## src/rtl/app_mult_pkg.sv

```systemverilog
// Shared width helpers, saturation limits and parameter legality checks
// for the signed Booth multiplier pipeline.
package app_mult_pkg;

  // Width of the exact signed product.
  function automatic int prod_w(input int wa, input int wb);
    return wa + wb;
  endfunction

  // Default accumulator width: product plus eight guard bits.
  function automatic int acc_w(input int wa, input int wb);
    return wa + wb + 8;
  endfunction

  // Number of radix-4 Booth digits needed for a signed multiplier of wb bits.
  function automatic int booth_digits(input int wb);
    return (wb + 1) / 2;
  endfunction

  function automatic int max_w(input int x, input int y);
    return (x > y) ? x : y;
  endfunction

  // Largest value representable in a w-bit signed number.
  function automatic logic signed [127:0] sat_max(input int w);
    return (128'sd1 <<< (w - 1)) - 128'sd1;
  endfunction

  // Smallest value representable in a w-bit signed number.
  function automatic logic signed [127:0] sat_min(input int w);
    return -(128'sd1 <<< (w - 1));
  endfunction

  function automatic bit stages_legal(input int s);
    return (s >= 2) && (s <= 4);
  endfunction

endpackage

```

## src/rtl/app_booth_row.sv

```systemverilog
// One radix-4 Booth partial-product row: selects 0, +/-a or +/-2a from a
// three-bit multiplier window and places it at its digit weight.
module app_booth_row #(
  parameter int WA    = 16,
  parameter int PW    = 32,
  parameter int SHIFT = 0
) (
  input  logic [WA-1:0] a,
  input  logic [2:0]    sel,
  output logic [PW-1:0] pp
);

  logic signed [PW-1:0] a_ext;
  logic signed [PW-1:0] mag;
  logic                 neg;

  assign a_ext = PW'($signed(a));

  // Decode the Booth window into a signed multiple of a.
  always_comb begin
    mag = '0;
    neg = 1'b0;
    case (sel)
      3'b001, 3'b010: mag = a_ext;
      3'b011:         mag = a_ext <<< 1;
      3'b100: begin
        mag = a_ext <<< 1;
        neg = 1'b1;
      end
      3'b101, 3'b110: begin
        mag = a_ext;
        neg = 1'b1;
      end
      default: mag = '0;
    endcase
    pp = (neg ? -mag : mag) << SHIFT;
  end

endmodule

```

## src/rtl/app_mult_signed_pipe.sv

```systemverilog
// Pipelined signed multiplier with valid/ready handshake.
// Stage 1 holds the carry-save pair from the Booth array, stage 2 (when
// present) resolves it with the final adder, later stages delay, and the
// output register holds the result.
// Optional feature: define APP_MULT_ACC_EN for a saturating accumulator in
// the output stage (adds acc_clr and sat ports).
module app_mult_signed_pipe
  import app_mult_pkg::*;
#(
  parameter int WA     = 16,
  parameter int WB     = 16,
  parameter int STAGES = 3,
  parameter int ACC_W  = acc_w(WA, WB),
`ifdef APP_MULT_ACC_EN
  localparam bit ACC_EN = 1'b1,
`else
  localparam bit ACC_EN = 1'b0,
`endif
  localparam int RW = ACC_EN ? ACC_W : prod_w(WA, WB)
) (
  input  logic          sys_clk,
  input  logic          sys_rst,
  input  logic          in_valid,
  output logic          in_ready,
  input  logic [WA-1:0] a,
  input  logic [WB-1:0] b,
`ifdef APP_MULT_ACC_EN
  input  logic          acc_clr,
  output logic          sat,
`endif
  output logic          out_valid,
  input  logic          out_ready,
  output logic [RW-1:0] result
);

  localparam int PW = prod_w(WA, WB);
  localparam int ND = booth_digits(WB);
  localparam int NS = STAGES - 1;

  if (!stages_legal(STAGES)) begin : g_bad_stages
    $error("app_mult_signed_pipe: STAGES must be within 2..4");
  end

  logic adv;
  logic out_valid_q, out_valid_d;
  logic [RW-1:0] result_q, result_d;

  assign adv      = !out_valid_q || out_ready;
  assign in_ready = adv;

  // Booth windows over b, sign-extended to an even width with an implicit 0 below bit 0.
  logic [2*ND-1:0] b_ext;
  logic [2*ND:0]   b_win;
  logic [PW-1:0]   pp [ND];

  assign b_ext = (2*ND)'($signed(b));
  assign b_win = {b_ext, 1'b0};

  for (genvar i = 0; i < ND; i++) begin : g_row
    app_booth_row #(
      .WA   (WA),
      .PW   (PW),
      .SHIFT(2 * i)
    ) u_row (
      .a  (a),
      .sel(b_win[2*i+2 -: 3]),
      .pp (pp[i])
    );
  end

  logic [PW-1:0] cs_sum, cs_car, maj;

  // Carry-save reduction of all Booth rows down to a sum/carry pair.
  always_comb begin
    cs_sum = pp[0];
    cs_car = pp[1];
    maj    = '0;
    for (int i = 2; i < ND; i++) begin
      maj    = (cs_sum & cs_car) | (cs_sum & pp[i]) | (cs_car & pp[i]);
      cs_sum = cs_sum ^ cs_car ^ pp[i];
      cs_car = maj << 1;
    end
  end

  logic          vld_q [1:NS];
  logic          vld_d [1:NS];
  logic [PW-1:0] sum_q [1:NS];
  logic [PW-1:0] sum_d [1:NS];
  logic [PW-1:0] car_q [1:NS];
  logic [PW-1:0] car_d [1:NS];
`ifdef APP_MULT_ACC_EN
  logic          clr_q [1:NS];
  logic          clr_d [1:NS];
`endif

  // Advance the internal stages together; stage 2 performs the final add.
  always_comb begin
    for (int k = 1; k <= NS; k++) begin
      vld_d[k] = vld_q[k];
      sum_d[k] = sum_q[k];
      car_d[k] = car_q[k];
`ifdef APP_MULT_ACC_EN
      clr_d[k] = clr_q[k];
`endif
    end
    if (adv) begin
      vld_d[1] = in_valid;
      if (in_valid) begin
        sum_d[1] = cs_sum;
        car_d[1] = cs_car;
`ifdef APP_MULT_ACC_EN
        clr_d[1] = acc_clr;
`endif
      end
      for (int k = 2; k <= NS; k++) begin
        vld_d[k] = vld_q[k-1];
        if (vld_q[k-1]) begin
          if (k == 2) begin
            sum_d[k] = sum_q[k-1] + car_q[k-1];
            car_d[k] = '0;
          end else begin
            sum_d[k] = sum_q[k-1];
            car_d[k] = car_q[k-1];
          end
`ifdef APP_MULT_ACC_EN
          clr_d[k] = clr_q[k-1];
`endif
        end
      end
    end
  end

  logic [PW-1:0] prod;
  assign prod = sum_q[NS] + car_q[NS];

`ifdef APP_MULT_ACC_EN
  // The output register doubles as the accumulator: it always holds the last
  // clamped running sum.
  localparam int SW = max_w(PW, ACC_W) + 1;
  localparam logic signed [SW-1:0] SMAX = SW'(sat_max(ACC_W));
  localparam logic signed [SW-1:0] SMIN = SW'(sat_min(ACC_W));

  logic sat_q, sat_d;
  logic signed [SW-1:0] acc_base, acc_sum;

  assign acc_base = clr_q[NS] ? '0 : SW'($signed(result_q));
  assign acc_sum  = acc_base + SW'($signed(prod));
  assign sat      = sat_q;
`endif

  // Output stage: load a new result only when a valid item leaves the pipe.
  always_comb begin
    out_valid_d = out_valid_q;
    result_d    = result_q;
`ifdef APP_MULT_ACC_EN
    sat_d       = sat_q;
`endif
    if (adv) begin
      out_valid_d = vld_q[NS];
      if (vld_q[NS]) begin
`ifdef APP_MULT_ACC_EN
        if (acc_sum > SMAX) begin
          result_d = ACC_W'(SMAX);
          sat_d    = 1'b1;
        end else if (acc_sum < SMIN) begin
          result_d = ACC_W'(SMIN);
          sat_d    = 1'b1;
        end else begin
          result_d = ACC_W'(acc_sum);
          sat_d    = 1'b0;
        end
`else
        result_d = prod;
`endif
      end
    end
  end

  // All pipeline state; reset discards everything in flight.
  always_ff @(posedge sys_clk or posedge sys_rst) begin
    if (sys_rst) begin
      for (int k = 1; k <= NS; k++) begin
        vld_q[k] <= 1'b0;
        sum_q[k] <= '0;
        car_q[k] <= '0;
`ifdef APP_MULT_ACC_EN
        clr_q[k] <= 1'b0;
`endif
      end
      out_valid_q <= 1'b0;
      result_q    <= '0;
`ifdef APP_MULT_ACC_EN
      sat_q       <= 1'b0;
`endif
    end else begin
      for (int k = 1; k <= NS; k++) begin
        vld_q[k] <= vld_d[k];
        sum_q[k] <= sum_d[k];
        car_q[k] <= car_d[k];
`ifdef APP_MULT_ACC_EN
        clr_q[k] <= clr_d[k];
`endif
      end
      out_valid_q <= out_valid_d;
      result_q    <= result_d;
`ifdef APP_MULT_ACC_EN
      sat_q       <= sat_d;
`endif
    end
  end

  assign out_valid = out_valid_q;
  assign result    = result_q;

endmodule

```

## config.mk

```make
export PLATFORM = sky130hd
export DESIGN_NAME = app_mult_signed_pipe
export DESIGN_NICKNAME = d
export VERILOG_FILES = /design/src/rtl/app_mult_pkg.sv /design/src/rtl/app_booth_row.sv /design/src/rtl/app_mult_signed_pipe.sv
export SDC_FILE = /design/constraint.sdc
export NUM_CORES = 1
export LEC_CHECK = 0
export CORE_UTILIZATION = 30
export CTS_BUF_LIST = sky130_fd_sc_hd__clkbuf_2 sky130_fd_sc_hd__clkbuf_4 sky130_fd_sc_hd__clkbuf_8
export DETAILED_ROUTE_END_ITERATION = 7
export PLACE_DENSITY = 0.51
export REMOVE_ABC_BUFFERS = 1
export SLEW_MARGIN = 20
export SYNTH_ARGS = -nofsm -noshare
export SYNTH_HDL_FRONTEND = slang
export SYNTH_SLANG_ARGS = --single-unit
```

## constraint.sdc

```tcl
create_clock -name sys_clk -period 4.64 [get_ports sys_clk]
set_input_delay 0.696 -clock sys_clk [delete_from_list [all_inputs] [get_ports sys_clk]]
set_output_delay 0.696 -clock sys_clk [all_outputs]
set_load 0.02 [all_outputs]
```

==> impl_metrics.json, run 1 <==
{
  "start_kind": "primary input",
  "holdWs_ns": 0.4741,
  "worst_slew_pin_slew_ns": 0.9229,
  "drt_iter0_drc": 1423,
  "final_layout_size_suffix_gt1_share_pct": 35.69,
  "timing.rr.start": "sum_q[41]",
  "num_rows": 87,
  "worstPathArrival_ns": 6.64,
  "synth-main-ff-cell": "dfrtp_1",
  "grt_start_max_net_pins": 63,
  "via_per_inst": 5.374,
  "power_leakage_nw": 10.08,
  "path_common_cell": "fa_2",
  "cts.clk_slew.worst_paths_ns": 0.07,
  "fmaxAchievable_ghz": 0.1589,
  "fillers": 5767,
  "synth_area_leader_cell": "dfrtp_1",
  "start_util_pct": 30.44,
  "hold_class": "register to register",
  "track_usage_pct": 22.72,
  "synth-seq-cells": 123,
  "synth_top_area_share_pct": 17.86,
  "violations": "DRC, setup timing",
  "clk_latency_ns": 0.47,
  "design_area_um2": 23310,
  "overflow": 0,
  "hpwl_mm": 54.07,
  "numClockSinks": 123,
  "portBuffers": 69,
  "synth_edf_count": 0,
  "placed_area_um2": 21480,
  "hold_violations": 0,
  "wl_per_cell_um": 20.91,
  "endpoint_kind": "register",
  "avgSynthCellArea_um2": 8.340,
  "hold_buffers": 0,
  "grt_pass1_vias": 17200,
  "tritoncts": "built",
  "finalPower_w": 0.01126,
  "gp_congestion": 0.9357,
  "finClkSkew_ns": 0.01404,
  "status": "finished, violations left",
  "irDropWorstVdd_uv": 271.8,
  "max_cap_violations": 0,
  "fp.dieArea_um2": 58400,
  "synthTopCellsByArea": "dfrtp_1, fa_1, mux2_2, xnor2_1, nand2_1",
  "fin_ws_ns": -1.652,
  "die_w_um": 241.7,
  "cts_root_buf": "clkbuf_8",
  "path_class": "primary input to register",
  "hp-start": "sum_q[22]",
  "maxSlewViolCount": 0,
  "ant_nets": 0,
  "min_period_ns": 6.292,
  "io_pins": 70,
  "die_h_um": 241.7,
  "max_slew_margin_pct": 38.47,
  "yosysSeqAreaShare_pct": 17.86,
  "async_flop_share_pct": 100.0,
  "antenna_found_initial": 1,
  "crit_path_top_delay_cell": "fa_2",
  "yosysMostFrequentCell": "nand2_1",
  "remaining_drc_errors": 1,
  "netlist_top_cells_count": "nand2_1, o21ai_0, nor2_1, fa_1, inv_1",
  "setup_viol": 47,
  "nets": 2681,
  "core-area_um2": 56600,
  "grt_pass1_wl_mm": 103.9,
  "crit_chain": "buf_8 -> buf_6 -> and3b_2 -> or3_4 -> a221oi_4 -> nand4_2 -> a211oi_2 -> buf_4 -> a31oi_4 -> xor2_1 -> a222oi_1 -> inv_1 -> fa_1 -> inv_2 -> fa_2 -> fa_2 -> fa_2 -> inv_2 -> fa_2 -> fa_2 -> mux2_4",
  "wl_mm": 67.34,
  "cp.required_ns": 4.98,
  "yosysWarnings": 0,
  "startpoint": "b[4]",
  "firstDrtPassIters": 8,
  "cts_buffer_depth": 2,
  "period_share_pct": 135.6,
  "synthCells": 2066,
  "cts_buffers": 17,
  "slowest_delay_ns": 0.61,
  "syn_to_final_growth_pct": 35.31,
  "crit_fanout": 4,
  "synth_cell_type_count": 98,
  "powerDensity_nw_per_um2": 482.9,
  "grt_setup_unrepaired": "true",
  "syn_area_um2": 17230,
  "num_vias": 17300,
  "cts-htree-levels": 4
}
==> per-stage QoR <==
stage	setup WS, ns	TNS [ns]	utilization, %	instances
floorplan	-2.290	-81.20	-	1877
global placement	-2.747	-113.55	37.96	3142
detailed placement	-2.818	-116.71	37.96	3142
global route	-1.790	-64.68	41.19	3220
finish	-1.652	-58.17	41.19	3220
CTS	-1.602	-57.18	40.21	3201
==> final timing paths <==
path	end	depth (start not counted)	slack, ns
worst max-delay path	sum_q[46]	21	-1.65
worst min-delay path	sum_q[22]	2	0.47
worst max register to register	sum_q[31]	10	0.71
worst min register to register	sum_q[22]	2	0.47
max in group asynchronous	result[7]	3	3.11
min in group asynchronous	result[30]	2	0.68
==> critical path, delay by kind of cell <==
family	cells	cell delay, ns
muxes	1	0.27
AOI/OAI and AO/OA	4	0.94
adders and majority gates	6	3.14
xor gates and xnor gates	1	0.14
buffers and inverters	6	0.64
and+or+nand+nor	3	0.78
==> cells by family (layout without fill, tap and decap cells) <==
group | after synthesis | in the layout | share of synthesized area, %
adders and majority gates | 195 | 195 | 19.95
and+or+nand+nor | 550 | 550 | 14.77
other | 0 | 1 | 0
buffers and inverters | 327 | 724 | 7.465
muxes | 101 | 101 | 6.572
DFF | 123 | 123 | 17.86
AOI/OAI and AO/OA | 602 | 602 | 24.71
xor gates and xnor gates | 168 | 168 | 8.663
==> where the power goes <==
group	switching [W]	total, W	internal, W	leakage [nW]
clock network	0.000482	0.00108	0.000596	0.219
registers	0.000264	0.00188	0.00161	1.50
logic	0.00424	0.00830	0.00406	8.36
total	0.00499	0.0113	0.00627	10.1
==> state kept, by name, indices dropped and copies added, names as in the netlist <==
name and cells:
sum_q 64, vld_q 2, result 32, car_q 24
out_valid 1
==> per-layer routing <==
metal | vias to the layer above | global-route usage [%] | share of wire, %
met2 | 540 | 37.40 | 47
met4 | 0 | 7.781 | 3.2
met1 | 8556 | 31.37 | 46
met3 | 97 | 1.598 | 4.1
met5 | - | 0 | 0
li1 | 8110 | - | -
==> cell usage in the layout, fill, tap and decap left out, types with 55 or more instances in the layout <==
| cell type | n |
|---|---|
| a21oi_1 | 93 |
| nand2_1 | 225 |
| nor2_1 | 139 |
| fa_1 | 70 |
| inv_1 | 90 |
| dfrtp_1 | 123 |
| xor2_1 | 55 |
| xnor2_1 | 99 |
| o21ai_0 | 143 |
| buf_4 | 444 |
| fa_2 | 63 |
| mux2_2 | 84 |
==> final cells by class <==
class                           instances  area, um^2  area share [%]
Clock inverter                         15       216.5          0.9284
Tap cell                              756       945.9           4.057
Clock buffer                           17       234.0           1.004
Timing Repair Buffer                  554        4579           19.64
Sequential cell                       123        3078           13.20
Multi-Input combinational cell       1616       13740           58.91
Inverter                              138       523.0           2.243
Antenna cell                            1       2.502         0.01073
==> timing repair <==
action | 4_1_cts | 5_1_grt
pin swaps | 154 | 78
setup buffers | 29 | 21
setup endpoints to repair | 50 | 49
gates resized for setup | 221 | 108
Note: power is estimated with default switching activity, not from simulation.
==> inputs of run 2 (changes only) <==
CTS_CLUSTER_SIZE = 20   (was not set)
==> results of run 2 <==
No change in the layout: final DEF, timing and power equal those of run 1.
==> inputs of run 3 (changes only) <==
CTS_CLUSTER_DIAMETER = 50   (was not set)
==> results of run 3 <==
No change in the layout: final DEF, timing and power equal those of run 1.
